`config.mk`:
```
export PLATFORM = sky130hd
export DESIGN_NAME = vga_scan_pipeline_flat
export DESIGN_NICKNAME = d
export VERILOG_FILES = /design/src/rtl/vga_scan_pipeline_if.sv /design/src/rtl/vga_scan_pipeline.sv /design/src/flat_wrapper.sv
export SDC_FILE = /design/constraint.sdc
export NUM_CORES = 1
export LEC_CHECK = 0
export ABC_AREA = 1
export BUFFER_PORTS_ARGS = -buffer_cell sky130_fd_sc_hd__buf_2
export CAP_MARGIN = 20
export CORE_MARGIN = 5
export CORE_UTILIZATION = 35
export CTS_BUF_LIST = sky130_fd_sc_hd__clkbuf_8
export DETAILED_ROUTE_END_ITERATION = 16
export GPL_TIMING_DRIVEN = 0
export SETUP_SLACK_MARGIN = 0.05
export SYNTH_ARGS = -nofsm -noshare
export SYNTH_HDL_FRONTEND = slang
export SYNTH_SLANG_ARGS = --single-unit
```
`constraint.sdc`:
```
create_clock -name iVGA_CLK -period 5.5 [get_ports iVGA_CLK]
set_clock_uncertainty 0.2 [all_clocks]
set_input_delay 0.55 -clock iVGA_CLK [delete_from_list [all_inputs] [get_ports iVGA_CLK]]
set_output_delay 0.55 -clock iVGA_CLK [all_outputs]
set_load 0.03 [all_outputs]
```
`src/rtl/vga_scan_pipeline_if.sv`:
```
// Framebuffer read port of the VGA scan-out engine.
// master: fb_rd_addr/fb_rd_en out, fb_rd_data in; slave: the reverse.
interface vga_scan_pipeline_if #(
  parameter int ADDR_W = 19,
  parameter int IDX_W  = 3
);
  logic [ADDR_W-1:0] fb_rd_addr;
  logic              fb_rd_en;
  logic [IDX_W-1:0]  fb_rd_data;

  modport master (
    output fb_rd_addr,
    output fb_rd_en,
    input  fb_rd_data
  );

  modport slave (
    input  fb_rd_addr,
    input  fb_rd_en,
    output fb_rd_data
  );
endinterface

```
`src/rtl/vga_scan_pipeline.sv`:
```
// VGA scan-out: timing, indexed framebuffer fetch, palette, overlay rects.
// Ports: iVGA_CLK/iRST_n, fb (read bus), pal_wr_*, rect_wr_*, oHS/oVS/oBLANK_n,
// b/g/r_data, frame_start. `VGA_SCAN_DOUBLE_EN selects 2x pixel doubling.
module vga_scan_pipeline #(
  parameter int H_ACTIVE = 640,
  parameter int H_FP     = 16,
  parameter int H_SYNC   = 96,
  parameter int H_BP     = 48,
  parameter int V_ACTIVE = 480,
  parameter int V_FP     = 10,
  parameter int V_SYNC   = 2,
  parameter int V_BP     = 33,
  parameter int IDX_W    = 3,
  parameter int COLOR_W  = 8,
  parameter int RD_LAT   = 2,
  parameter int NUM_RECT = 4,
  parameter int ADDR_W   = 19
) (
  input  logic                   iVGA_CLK,
  input  logic                   iRST_n,
  vga_scan_pipeline_if.master    fb,
  input  logic                   pal_wr_en,
  input  logic [IDX_W-1:0]       pal_wr_idx,
  input  logic [3*COLOR_W-1:0]   pal_wr_bgr,
  input  logic                   rect_wr_en,
  input  logic [2:0]             rect_wr_sel,
  input  logic [41+IDX_W-1:0]    rect_wr_data,
  output logic                   oHS,
  output logic                   oVS,
  output logic                   oBLANK_n,
  output logic [COLOR_W-1:0]     b_data,
  output logic [COLOR_W-1:0]     g_data,
  output logic [COLOR_W-1:0]     r_data,
  output logic                   frame_start
);
  localparam int H_TOTAL = H_ACTIVE + H_FP + H_SYNC + H_BP;
  localparam int V_TOTAL = V_ACTIVE + V_FP + V_SYNC + V_BP;
  localparam int HW      = $clog2(H_TOTAL);
  localparam int VW      = $clog2(V_TOTAL);
  localparam int L       = RD_LAT + 1;
  localparam int PAL_N   = 1 << IDX_W;
  localparam int RW      = 41 + IDX_W;
  localparam int CW      = 3 * COLOR_W;

  logic [HW-1:0] h_cnt_q, h_cnt_d;
  logic [VW-1:0] v_cnt_q, v_cnt_d;
  int            hx, vy;
  logic          h_end, v_end;
  logic          active, commit;
  logic          hs_raw, vs_raw;

  assign hx     = int'(h_cnt_q);
  assign vy     = int'(v_cnt_q);
  assign h_end  = (hx == H_TOTAL - 1);
  assign v_end  = (vy == V_TOTAL - 1);
  assign active = (hx < H_ACTIVE) && (vy < V_ACTIVE);
  assign commit = (hx == 0) && (vy == V_ACTIVE);
  assign hs_raw = !((hx >= H_ACTIVE + H_FP) &&
                    (hx <  H_ACTIVE + H_FP + H_SYNC));
  assign vs_raw = !((vy >= V_ACTIVE + V_FP) &&
                    (vy <  V_ACTIVE + V_FP + V_SYNC));

  always_comb begin
    h_cnt_d = h_end ? '0 : h_cnt_q + HW'(1);
    v_cnt_d = v_cnt_q;
    if (h_end)
      v_cnt_d = v_end ? '0 : v_cnt_q + VW'(1);
  end

  always_ff @(posedge iVGA_CLK or negedge iRST_n) begin
    if (!iRST_n) begin
      h_cnt_q <= '0;
      v_cnt_q <= '0;
    end else begin
      h_cnt_q <= h_cnt_d;
      v_cnt_q <= v_cnt_d;
    end
  end

  // Address of the pixel at the current counters, built without a multiply.
  logic [ADDR_W-1:0] addr_q, addr_d;

`ifdef VGA_SCAN_DOUBLE_EN
  logic [ADDR_W-1:0] base_q, base_d;

  // Each source line is shown twice, so the base steps after odd lines.
  always_comb begin
    base_d = base_q;
    if (h_end) begin
      if (v_end)
        base_d = '0;
      else if (v_cnt_q[0] && (vy < V_ACTIVE))
        base_d = base_q + ADDR_W'(H_ACTIVE / 2);
    end
    addr_d = base_d + ADDR_W'(h_cnt_d >> 1);
  end

  always_ff @(posedge iVGA_CLK or negedge iRST_n) begin
    if (!iRST_n) base_q <= '0;
    else         base_q <= base_d;
  end
`else
  always_comb begin
    addr_d = addr_q;
    if (h_end && v_end)
      addr_d = '0;
    else if (active)
      addr_d = addr_q + ADDR_W'(1);
  end
`endif

  always_ff @(posedge iVGA_CLK or negedge iRST_n) begin
    if (!iRST_n) addr_q <= '0;
    else         addr_q <= addr_d;
  end

  // Counters sit at (0,0) during reset; the gate keeps reads off until release.
  assign fb.fb_rd_addr = addr_q;
  assign fb.fb_rd_en   = active & iRST_n;
  assign frame_start   = commit;

  logic [CW-1:0] pal_sh_q  [PAL_N];
  logic [CW-1:0] pal_lv_q  [PAL_N];
  logic [RW-1:0] rect_sh_q [NUM_RECT];
  logic [RW-1:0] rect_lv_q [NUM_RECT];

  // Live copies take the shadow value from before any same-cycle write.
  always_ff @(posedge iVGA_CLK or negedge iRST_n) begin
    if (!iRST_n) begin
      for (int i = 0; i < PAL_N; i++) begin
        pal_sh_q[i] <= '0;
        pal_lv_q[i] <= '0;
      end
      for (int i = 0; i < NUM_RECT; i++) begin
        rect_sh_q[i] <= '0;
        rect_lv_q[i] <= '0;
      end
    end else begin
      if (commit) begin
        for (int i = 0; i < PAL_N; i++)
          pal_lv_q[i] <= pal_sh_q[i];
        for (int i = 0; i < NUM_RECT; i++)
          rect_lv_q[i] <= rect_sh_q[i];
      end
      if (pal_wr_en)
        pal_sh_q[pal_wr_idx] <= pal_wr_bgr;
      for (int i = 0; i < NUM_RECT; i++)
        if (rect_wr_en && (rect_wr_sel == 3'(i)))
          rect_sh_q[i] <= rect_wr_data;
    end
  end

  function automatic logic rect_hit(
    input logic [RW-1:0] r,
    input int            x,
    input int            y
  );
    int x0, y0, x1, y1;
    x0 = int'(r[IDX_W+30 +: 10]);
    y0 = int'(r[IDX_W+20 +: 10]);
    x1 = int'(r[IDX_W+10 +: 10]);
    y1 = int'(r[IDX_W    +: 10]);
    return r[RW-1] && (x >= x0) && (x <= x1) &&
           (y >= y0) && (y <= y1);
  endfunction

  logic             hit;
  logic [IDX_W-1:0] hit_idx;

  // Walk from the top so the lowest-numbered hit is the one left standing.
  always_comb begin
    hit     = 1'b0;
    hit_idx = '0;
    for (int i = NUM_RECT - 1; i >= 0; i--) begin
      if (rect_hit(rect_lv_q[i], hx, vy)) begin
        hit     = 1'b1;
        hit_idx = rect_lv_q[i][IDX_W-1:0];
      end
    end
  end

  logic [IDX_W:0] sel_sr_q [RD_LAT];
  logic [L-1:0]   hs_sr_q, vs_sr_q, bl_sr_q;
  logic [CW-1:0]  col_q;
  logic [IDX_W-1:0] pix_idx;

  assign pix_idx = sel_sr_q[RD_LAT-1][IDX_W] ?
                   sel_sr_q[RD_LAT-1][IDX_W-1:0] : fb.fb_rd_data;

  always_ff @(posedge iVGA_CLK or negedge iRST_n) begin
    if (!iRST_n) begin
      for (int i = 0; i < RD_LAT; i++)
        sel_sr_q[i] <= '0;
      hs_sr_q <= '1;
      vs_sr_q <= '1;
      bl_sr_q <= '0;
      col_q   <= '0;
    end else begin
      sel_sr_q[0] <= {hit, hit_idx};
      for (int i = 1; i < RD_LAT; i++)
        sel_sr_q[i] <= sel_sr_q[i-1];
      hs_sr_q[0] <= hs_raw;
      vs_sr_q[0] <= vs_raw;
      bl_sr_q[0] <= active;
      for (int i = 1; i < L; i++) begin
        hs_sr_q[i] <= hs_sr_q[i-1];
        vs_sr_q[i] <= vs_sr_q[i-1];
        bl_sr_q[i] <= bl_sr_q[i-1];
      end
      col_q <= bl_sr_q[RD_LAT-1] ? pal_lv_q[pix_idx] : '0;
    end
  end

  assign oHS      = hs_sr_q[L-1];
  assign oVS      = vs_sr_q[L-1];
  assign oBLANK_n = bl_sr_q[L-1];
  assign b_data   = col_q[CW-1 -: COLOR_W];
  assign g_data   = col_q[2*COLOR_W-1 -: COLOR_W];
  assign r_data   = col_q[COLOR_W-1:0];
endmodule

```
`src/flat_wrapper.sv`:
```
// flat-port wrapper written by rule: the top's interface ports become plain ports
module vga_scan_pipeline_flat 
#(
  parameter int H_ACTIVE = 640,
  parameter int H_FP     = 16,
  parameter int H_SYNC   = 96,
  parameter int H_BP     = 48,
  parameter int V_ACTIVE = 480,
  parameter int V_FP     = 10,
  parameter int V_SYNC   = 2,
  parameter int V_BP     = 33,
  parameter int IDX_W    = 3,
  parameter int COLOR_W  = 8,
  parameter int RD_LAT   = 2,
  parameter int NUM_RECT = 4,
  parameter int ADDR_W   = 19
)
  (iVGA_CLK, iRST_n, pal_wr_en, pal_wr_idx, pal_wr_bgr, rect_wr_en, rect_wr_sel, rect_wr_data, oHS, oVS, oBLANK_n, b_data, g_data, r_data, frame_start, fb_fb_rd_addr, fb_fb_rd_en, fb_fb_rd_data);
  vga_scan_pipeline_if #(.ADDR_W(ADDR_W), .IDX_W(IDX_W)) fb_i ();
  input  logic iVGA_CLK;
  input  logic iRST_n;
  input  logic pal_wr_en;
  input  logic [IDX_W-1:0] pal_wr_idx;
  input  logic [3*COLOR_W-1:0] pal_wr_bgr;
  input  logic rect_wr_en;
  input  logic [2:0] rect_wr_sel;
  input  logic [41+IDX_W-1:0] rect_wr_data;
  output logic oHS;
  output logic oVS;
  output logic oBLANK_n;
  output logic [COLOR_W-1:0] b_data;
  output logic [COLOR_W-1:0] g_data;
  output logic [COLOR_W-1:0] r_data;
  output logic frame_start;
  output wire logic [$bits(fb_i.fb_rd_addr)-1:0] fb_fb_rd_addr;
  output wire logic [$bits(fb_i.fb_rd_en)-1:0] fb_fb_rd_en;
  input wire logic [$bits(fb_i.fb_rd_data)-1:0] fb_fb_rd_data;
  assign fb_fb_rd_addr = fb_i.fb_rd_addr;
  assign fb_fb_rd_en = fb_i.fb_rd_en;
  assign fb_i.fb_rd_data = fb_fb_rd_data;
  vga_scan_pipeline #(.H_ACTIVE(H_ACTIVE), .H_FP(H_FP), .H_SYNC(H_SYNC), .H_BP(H_BP), .V_ACTIVE(V_ACTIVE), .V_FP(V_FP), .V_SYNC(V_SYNC), .V_BP(V_BP), .IDX_W(IDX_W), .COLOR_W(COLOR_W), .RD_LAT(RD_LAT), .NUM_RECT(NUM_RECT), .ADDR_W(ADDR_W)) u_core (.iVGA_CLK(iVGA_CLK), .iRST_n(iRST_n), .fb(fb_i), .pal_wr_en(pal_wr_en), .pal_wr_idx(pal_wr_idx), .pal_wr_bgr(pal_wr_bgr), .rect_wr_en(rect_wr_en), .rect_wr_sel(rect_wr_sel), .rect_wr_data(rect_wr_data), .oHS(oHS), .oVS(oVS), .oBLANK_n(oBLANK_n), .b_data(b_data), .g_data(g_data), .r_data(r_data), .frame_start(frame_start));
endmodule
```
==> flow_metrics.py, run 1 <==
metrics = {
    "cts": {
        "cts_setup_buffers": 0,
        "clockBufferDepth": 3,
        "cts_sinks": 816,
        "path_clk_slew_ns": 0.06,
        "clk_latency_ns": 0.82,
        "cts_buffers": 141,
        "cts-root-buf": "clkbuf_8",
        "htreeDepth": 4,
        "cts_tree": "yes",
    },
    "drt": {
        "vias": 28900,
        "drt_wl_total_mm": 108,
        "detail-route-antenna-nets": 0,
        "drt-initial-drc-count": 1991,
        "drc": 0,
        "dr.pass1.iters": 6,
        "via_per_inst": 4.88,
        "wl_per_cell_um": 18.2,
    },
    "worst_setup_path": {
        "startpoint": "u_core.v_cnt_q[0]",
        "worstPathRequired_ns": 4.75,
        "critPathKind": "register to output port",
        "rr_startpoint": "u_core.v_cnt_q[1]",
        "cp_slowest_cell": "inv_1",
        "end_kind": "output port",
        "cp.depth": 9,
        "critPathMaxStageDelay_ns": 0.51,
        "crit_arrival_ns": 3.73,
        "path_buf_inv": 6,
        "cp_top_family": "buffers and inverters",
        "cp_common_cell": "inv_1",
        "cp_max_fo": 12,
        "r2r_cells": 9,
        "path_cells": "inv_1, ha_1, inv_1, nor4_2, nand3_1, inv_2, buf_8, buf_6, buf_2",
        "crit_path_start_kind": "register",
    },
    "timing": {
        "slew_viol_final": 0,
        "hold_viol": 0,
        "slew_headroom_pct": 37.2,
        "fin_ws_ns": 1.02,
        "period_needed_ns": 4.48,
        "tightestPinTransition_ns": 0.942,
        "rsz0062_at_grt": "false",
        "whs_ns": 0.130,
        "period_share_pct": 81.5,
        "finalSetupViolCount": 0,
        "setup_tns_ns": 0,
        "fmax_ghz": 0.223,
    },
    "power_and_ir_drop": {
        "leakagePower_nw": 21.6,
        "ir_drop_uv": 191,
        "seq_power_share_pct": 51.5,
        "p_int_mw": 9.71,
        "total_power_mw": 13.2,
        "switching_share_pct": 26.5,
        "p_sw_mw": 3.50,
        "p_comb_share_pct": 7.4,
        "cellPowerDensity_nw_per_um2": 314,
        "p_clk_share_pct": 41.1,
    },
    "grt": {
        "grt_max_degree": 122,
        "grt_remaining_overflow": 0,
        "antenna_found_initial": 5,
        "grt_pass1_vias": 29200,
        "grt_pass1_wl_mm": 169,
        "grtUsageTotal_pct": 20.0,
    },
    "synth": {
        "syn_area_um2": 36100,
        "synth-edff-count": 0,
        "synth_cell_types": 44,
        "synth_area_per_cell_um2": 8.78,
        "synth_top_family_by_area": "simple AND/OR/NAND/NOR gates",
        "synth_top_cell_by_area": "dfrtp_1",
        "ys_async_sr_fraction_pct": 100,
        "postSynthNetCount": 4352,
        "ys_seq_elements": 816,
        "yosysSeqAreaShare_pct": 56.7,
        "ys_top_cells_by_area": "dfrtp_1 56%, nand2_1 14%, o21ai_0 6.7%",
        "synth_ff_type": "dfrtp_1",
        "ys_warn_count": 0,
        "synth_top_cell_area_share_pct": 56.2,
        "synth_cells": 4106,
        "muxShareOfSynthArea_pct": 0.0278,
        "yosys.area_share.adder_pct": 5.73,
        "synthSimpleGateAreaFrac_pct": 19.1,
        "synth_xor_area_share_pct": 0.219,
        "synth_compound_area_share_pct": 11.6,
    },
    "floorplanning": {
        "io_pins": 129,
        "coreArea_um2": 102000,
        "rows": 117,
        "initial_core_util_pct": 35.3,
        "fp.dieH_um": 331,
        "die_w_um": 331,
        "die-area_um2": 110000,
    },
    "finish": {
        "final_util_pct": 41.2,
        "syn_to_final_growth_pct": 16.6,
        "mostFrequentLayoutCell": "nand2_1",
        "final_cells": 5929,
        "final_area_um2": 42000,
        "layout.nets": 4699,
        "final_cell_mix": "1366 x nand2_1, 810 x dfrtp_1, 482 x o21ai_0",
        "drive_gt1_share_pct": 9.59,
    },
    "status": {
        "status": "complete, no violations",
    },
    "run": {
        "cap_viol_max_count": 0,
    },
    "placed_design": {
        "place_area_um2": 38600,
        "dpl_worst_slack_ns": 1.63,
        "gp_congestion": 0.843,
        "port_buffers": 128,
        "dp_cells": 5609,
        "post-dp-hpwl_mm": 76.2,
    },
    "hold_path": {
        "min_path_type": "register to register",
        "holdPathStages": 0,
        "hp-start": "u_core.vs_sr_q[1]",
    },
}
==> power by group through the flow <==
stage | sequential [mW] | clock (mW) | combinational, mW
after CTS | 6.80 | 5.57 | 0.986
after detailed placement | 6.90 | 0 | 0.944
after global placement | 6.89 | 0 | 0.899
final | 6.80 | 5.42 | 0.975
after floorplan | 6.87 | 0 | 0.502
after global routing | 6.86 | 5.83 | 1.14
==> sequential cells by signal, summed over array words and instances (netlist names) <==
signal                cells
u_core.fb.fb_rd_addr     19
u_core.sel_sr_q           8
u_core.vs_sr_q            3
u_core.h_cnt_q           10
u_core.bl_sr_q            3
u_core.rect_sh_q        176
u_core.pal_sh_q         192
u_core.v_cnt_q           10
u_core.col_q             24
u_core.rect_lv_q        176
u_core.pal_lv_q         192
u_core.hs_sr_q            3
==> Yosys cell counts (5+ instances only) <==
master       n
a211oi_1     6
a21o_1       6
a21oi_1     85
buf_2       27
buf_4       33
buf_6       21
clkbuf_1   108
dfrtp_1    810
dfstp_2      6
ha_1       165
inv_1      356
nand2_1   1366
nand3_1     50
nand4_1     29
nor2_1     270
nor3_1      17
nor4_1      13
o211ai_1     7
o21a_1       5
o21ai_0    482
o21ai_1    171
o21bai_1     6
o221ai_1    24
xor2_1       8
==> area by class of cell <==
type	instances	area [µm²]
Sequential cell	816	20400
Antenna cell	3	7.51
Multi-Input combinational cell	2734	13200
Clock inverter	75	359
Clock buffer	173	2380
Fill cell	10300	60000
Timing Repair Buffer	204	1530
Tap cell	1368	1710
Buffer	195	1060
Inverter	361	1360
==> cells by family (layout without fill, tap and decap cells) <==
group	count (synthesis)	in the layout
other cells	0	3
mux	1	1
simple gates	1760	1760
flops	816	816
compound gates	799	799
buf+inv	556	1008
xor+xnor	9	9
fa+ha+maj	165	165
==> final timing paths <==
kind | to | slack (ns)
setup / recovery | frame_start | 1.02
hold / removal | u_core.vs_sr_q[2] | 0.13
setup reg to reg | u_core.pal_lv_q[102] | 2.22
hold reg to reg | u_core.vs_sr_q[2] | 0.13
max in group asynchronous | u_core.rect_sh_q[114] | 2.78
min in group asynchronous | u_core.pal_sh_q[9] | 0.17
==> metal layers <==
metal | part of all wire (%) | global-route usage, % | vias to the layer above | wire length [µm]
met3 | 5.8 | 3.84 | 227 | 6290
met1 | 44 | 26.3 | 14000 | 47500
met4 | 4.0 | 8.16 | 2 | 4280
met2 | 46 | 32.7 | 813 | 49900
met5 | 0.010 | 0 | - | 11
li1 | - | - | 13900 | -
==> repair_timing <==
| action | in CTS | in global routing |
|---|---|---|
| hold buffers | 69 | 0 |
| gates resized for setup | 0 | 0 |
| endpoints found under the hold margin | 340 | 0 |
(Power assumes the default switching activity.)
==> inputs of run 2 (changes only) <==
Clock period 5.5 ns to 4.3 ns, I/O delays scaled along.
==> flow_metrics.py, run 2 (same netlist as run 1, synthesis figures left out) <==
metrics = {
    "worst_setup_path": {
        "worstPathRequired_ns": 3.67,
        "critPathKind": "register to output port",
        "reg2reg_slack_ns": 1.17,
        "critPathMaxStageDelay_ns": 0.74,
        "cp_max_fo": 13,
        "rr_startpoint": "u_core.h_cnt_q[1]",
        "cp_common_cell": "inv_2",
        "r2r_end": "u_core.fb.fb_rd_addr[2]",
        "end_kind": "output port",
        "crit_path_start_kind": "register",
        "crit_arrival_ns": 3.41,
        "cp_slowest_cell": "dfrtp_1",
        "r2r_cells": 8,
        "path_cells": "inv_2, nand4_1, nor4_1, nand3_2, inv_2, buf_8, buf_6, buf_2",
    },
    "cts": {
        "cts_buffers": 141,
        "clockBufferDepth": 3,
        "cts-root-buf": "clkbuf_8",
        "clk_latency_ns": 0.82,
        "cts_tree": "yes",
        "cts_sinks": 816,
        "cts_setup_buffers": 0,
        "path_clk_slew_ns": 0.06,
        "htreeDepth": 4,
    },
    "power_and_ir_drop": {
        "ir_drop_uv": 243,
        "leakagePower_nw": 21.7,
        "cellPowerDensity_nw_per_um2": 401,
    },
    "floorplanning": {
        "coreArea_um2": 102000,
        "initial_core_util_pct": 35.3,
        "die_w_um": 331,
        "rows": 117,
        "die-area_um2": 110000,
        "io_pins": 129,
        "fp.dieH_um": 331,
    },
    "drt": {
        "drc": 0,
        "via_per_inst": 4.87,
        "drt-initial-drc-count": 1977,
        "dr.pass1.iters": 7,
        "vias": 28900,
        "detail-route-antenna-nets": 0,
        "drt_wl_total_mm": 108,
        "wl_per_cell_um": 18.2,
    },
    "finish": {
        "syn_to_final_growth_pct": 16.7,
        "ff_latch_area_um2": 20400,
        "largestRegisters": "u_core.pal_lv_q x192, u_core.pal_sh_q x192",
        "mostFrequentLayoutCell": "nand2_1",
        "final_cells": 5930,
        "fillCellCount": 10300,
        "final_cell_mix": "1366 x nand2_1, 805 x dfrtp_1, 482 x o21ai_0",
        "multi_input_area_um2": 13200,
        "drive_gt1_share_pct": 9.76,
        "layout.nets": 4700,
    },
    "grt": {
        "grt_max_degree": 122,
        "grt_pass1_vias": 29200,
        "grt_pass1_wl_mm": 169,
        "grtUsageTotal_pct": 20.0,
        "grt_remaining_overflow": 0,
        "antenna_found_initial": 4,
    },
    "placed_design": {
        "port_buffers": 128,
        "dp_cells": 5609,
        "gp_congestion": 0.843,
        "post-dp-hpwl_mm": 76.2,
    },
    "timing": {
        "whs_ns": -0.00911,
        "setup_tns_ns": 0,
        "tightestPinTransition_ns": 0.942,
        "period_needed_ns": 4.04,
        "slew_viol_final": 0,
        "hold_viol": 3,
        "period_share_pct": 94.1,
        "rsz0062_at_grt": "false",
        "finalSetupViolCount": 0,
        "fmax_ghz": 0.247,
        "slew_headroom_pct": 37.2,
    },
    "run": {
        "cap_viol_max_count": 0,
    },
    "hold_path": {
        "min_path_type": "input port to asynchronous set/reset pin",
    },
    "status": {
        "violations": "hold timing",
        "status": "finished, violations left",
    },
}
==> run 2: routing by layer <==
layer	vias up	wire length, µm	track usage [%]
met5	-	11	0
met4	2	4190	8.16
met3	217	6370	3.84
met2	784	50200	32.7
met1	14000	47500	26.3
li1	13900	-	-
==> run 2: final cells by class <==
class                      count  share of cell area [%]
clock inverter                75                   0.853
multi-input combinational   2734                    31.4
antenna                        3                  0.0178
clock buffer                 173                    5.66
inverter                     361                    3.23
tap                         1368                    4.07
sequential                   816                    48.5
buffer                       195                    2.52
timing repair buffer         205                    3.72
==> run 2: stage by stage <==
stage	setup WS (ns)	area [µm²]	util [%]	power, mW	hold slack (ns)
floorplan	1.97	36100	-	9.42	-0.0656
global placement	-15.36	38400	37.6	9.97	0.133
detailed placement	0.665	38600	37.8	10.0	0.136
CTS	0.0625	42000	41.2	17.1	0.0473
global route	0.115	42100	41.3	17.7	0.0304
finish	0.255	42100	41.3	16.9	-0.00911
==> run 2: worst max path at each step <==
| stage | start | to | slack [ns] | depth (start not counted) |
|---|---|---|---|---|
| final | u_core.v_cnt_q[4] | frame_start | 0.26 | 8 |
| after global routing | iRST_n | fb_fb_rd_en | 0.11 | 8 |
| after CTS | iRST_n | fb_fb_rd_en | 0.06 | 8 |
| after detailed placement | iRST_n | fb_fb_rd_en | 0.67 | 7 |
| after global placement | iRST_n | u_core.rect_sh_q[22] | -15.36 | 1 |
| after floorplan | u_core.v_cnt_q[0] | frame_start | 1.97 | 8 |
==> run 2: critical path, delay by kind of cell, from the launching register on <==
kind	cells	cell delay (ns)
buffers and inverters	5	1.22
flip-flops	1	0.74
AND/OR/NAND/NOR	3	0.61
==> run 2: timing repair <==
action                     in CTS  in global routing
cloned                          0                  1
hold buffers                   69                  0
gates resized for setup         4                  4
setup endpoints to repair       1                  2
hold endpoints to repair      456                  0
==> run 2: power by group <==
part | switching (mW) | total (mW) | internal, mW | leakage, nW
Clock | 3.30 | 6.94 | 3.64 | 1.60
Combinational | 0.829 | 1.25 | 0.422 | 9.29
Sequential | 0.344 | 8.70 | 8.36 | 10.8
==> inputs of run 3 (changes only) <==
Settings changed: CELL_PAD_IN_SITES_DETAIL_PLACEMENT from default to 1, CELL_PAD_IN_SITES_GLOBAL_PLACEMENT from default to 1, PLACE_DENSITY_LB_ADDON from default to 0.1.
==> flow_metrics.py, run 3 (same netlist as run 1, synthesis figures left out) <==
metrics = {
    "worst_setup_path": {
        "reg2reg_slack_ns": 1.02,
        "cp_common_cell": "inv_1",
        "crit_arrival_ns": 3.37,
        "end_kind": "output port",
        "critPathMaxStageDelay_ns": 0.66,
        "crit_path_start_kind": "register",
        "critPathKind": "register to output port",
        "worstPathRequired_ns": 3.67,
        "path_cells": "inv_1, ha_1, inv_1, nor4_1, nand3_2, inv_2, buf_8, buf_6, buf_2",
        "cp_slowest_cell": "dfrtp_1",
        "cp_max_fo": 10,
    },
    "floorplanning": {
        "rows": 117,
        "io_pins": 129,
        "initial_core_util_pct": 35.3,
        "die_w_um": 331,
        "coreArea_um2": 102000,
        "fp.dieH_um": 331,
        "die-area_um2": 110000,
    },
    "timing": {
        "finalSetupViolCount": 0,
        "whs_ns": 0.150,
        "rsz0062_at_grt": "false",
        "tightestPinTransition_ns": 1.03,
        "fin_ws_ns": 0.296,
        "period_share_pct": 93.1,
        "setup_tns_ns": 0,
        "slew_headroom_pct": 31.3,
        "hold_viol": 0,
        "slew_viol_final": 0,
        "fmax_ghz": 0.250,
        "period_needed_ns": 4.00,
    },
    "placed_design": {
        "gp_congestion": 0.793,
        "dpl_worst_slack_ns": 0.749,
        "port_buffers": 128,
        "post-dp-hpwl_mm": 87.0,
        "place_area_um2": 38600,
        "dp_cells": 5609,
    },
    "power_and_ir_drop": {
        "seq_power_share_pct": 49.7,
        "p_int_mw": 12.9,
        "leakagePower_nw": 21.8,
        "p_sw_mw": 4.58,
        "switching_share_pct": 26.2,
        "total_power_mw": 17.5,
        "p_clk_share_pct": 43.0,
        "ir_drop_uv": 204,
        "cellPowerDensity_nw_per_um2": 412,
        "p_comb_share_pct": 7.3,
    },
    "grt": {
        "grtUsageTotal_pct": 22.7,
        "antenna_found_initial": 1,
        "grt_remaining_overflow": 0,
        "grt_max_degree": 115,
        "grt_pass1_vias": 31000,
        "grt_pass1_wl_mm": 188,
    },
    "hold_path": {
        "min_path_type": "register to register",
    },
    "finish": {
        "final_util_pct": 41.6,
        "ff_latch_area_um2": 20400,
        "final_area_um2": 42400,
        "syn_to_final_growth_pct": 17.7,
        "multi_input_area_um2": 13200,
        "final_cell_mix": "1366 x nand2_1, 804 x dfrtp_1, 482 x o21ai_0",
        "largestRegisters": "u_core.pal_lv_q x192, u_core.pal_sh_q x192",
        "final_cells": 5956,
        "mostFrequentLayoutCell": "nand2_1",
        "drive_gt1_share_pct": 10.2,
        "fillCellCount": 12100,
        "layout.nets": 4718,
    },
    "drt": {
        "vias": 29100,
        "detail-route-antenna-nets": 0,
        "dr.pass1.iters": 5,
        "wl_per_cell_um": 20.5,
        "drc": 0,
        "drt-initial-drc-count": 1412,
        "drt_wl_total_mm": 122,
        "via_per_inst": 4.88,
    },
    "status": {
        "status": "complete, no violations",
    },
    "cts": {
        "cts_tree": "yes",
        "cts-root-buf": "clkbuf_8",
        "cts_buffers": 155,
        "clockBufferDepth": 3,
        "path_clk_slew_ns": 0.06,
        "htreeDepth": 4,
        "clk_latency_ns": 0.83,
        "cts_sinks": 816,
    },
    "run": {
        "cap_viol_max_count": 0,
    },
}
## run 3: changes by cell type in the layout (fill, tap and decap cells not counted), moves of 2 or more
cell | before | now
dlygate4sd3_1 | 69 | 71
inv_8 | 4 | 0
clkbuf_8 | 173 | 199
inv_1 | 407 | 410
clkinv_2 | 11 | 8
clkinvlp_4 | 6 | 8
buf_4 | 33 | 35
## run 3: power by group through the flow
stage	registers, mW	clock network (mW)	logic, mW
floorplan	8.78	0	0.642
global route	8.77	8.09	1.48
CTS	8.69	7.74	1.31
finish	8.69	7.51	1.27
global placement	8.82	0	1.19
detailed placement	8.82	0	1.25
## run 3: final timing paths
| check | start | depth (start not counted) | endpoint |
|---|---|---|---|
| max | u_core.h_cnt_q[1] | 9 | frame_start |
| min | u_core.sel_sr_q[4] | 0 | u_core.sel_sr_q[0] |
| max reg2reg | u_core.sel_sr_q[3] | 6 | u_core.col_q[18] |
| min reg2reg | u_core.sel_sr_q[4] | 0 | u_core.sel_sr_q[0] |
| max in group asynchronous | iRST_n | 4 | u_core.pal_lv_q[2] |
| min in group asynchronous | iRST_n | 3 | u_core.pal_sh_q[178] |
## run 3: repair_timing
item | 4_1_cts | 5_1_grt
hold endpoints to repair | 471 | 0
pin swaps | 0 | 0
resized for setup | 8 | 1
buffers inserted | 0 | 2
setup endpoints to repair | 1 | 1
hold buffers | 72 | 0
## run 3: area by class of cell
cell class / count / share of cell area, %
Tap cell: 1368 / 4.03
Timing Repair Buffer: 209 / 3.76
Clock buffer: 199 / 6.45
Clock inverter: 72 / 0.737
Antenna cell: 2 / 0.0118
Buffer: 195 / 2.50
Multi-Input combinational cell: 2734 / 31.1
Sequential cell: 816 / 48.1
Inverter: 361 / 3.21
## run 3: critical path: cells and delay by family, from the launching register on
| family | cells | cell delay (ns) |
|---|---|---|
| DFF | 1 | 0.66 |
| buffers and inverters | 6 | 1.10 |
| and+or+nand+nor | 2 | 0.60 |
| adders and majority gates | 1 | 0.17 |
## run 3: per-layer routing
layer	track usage [%]	up-vias	wire [µm]
li1	-	13900	-
met1	28.1	14500	53000
met2	40.9	430	61800
met3	3.39	200	3660
met4	7.25	0	3630
met5	0	-	0
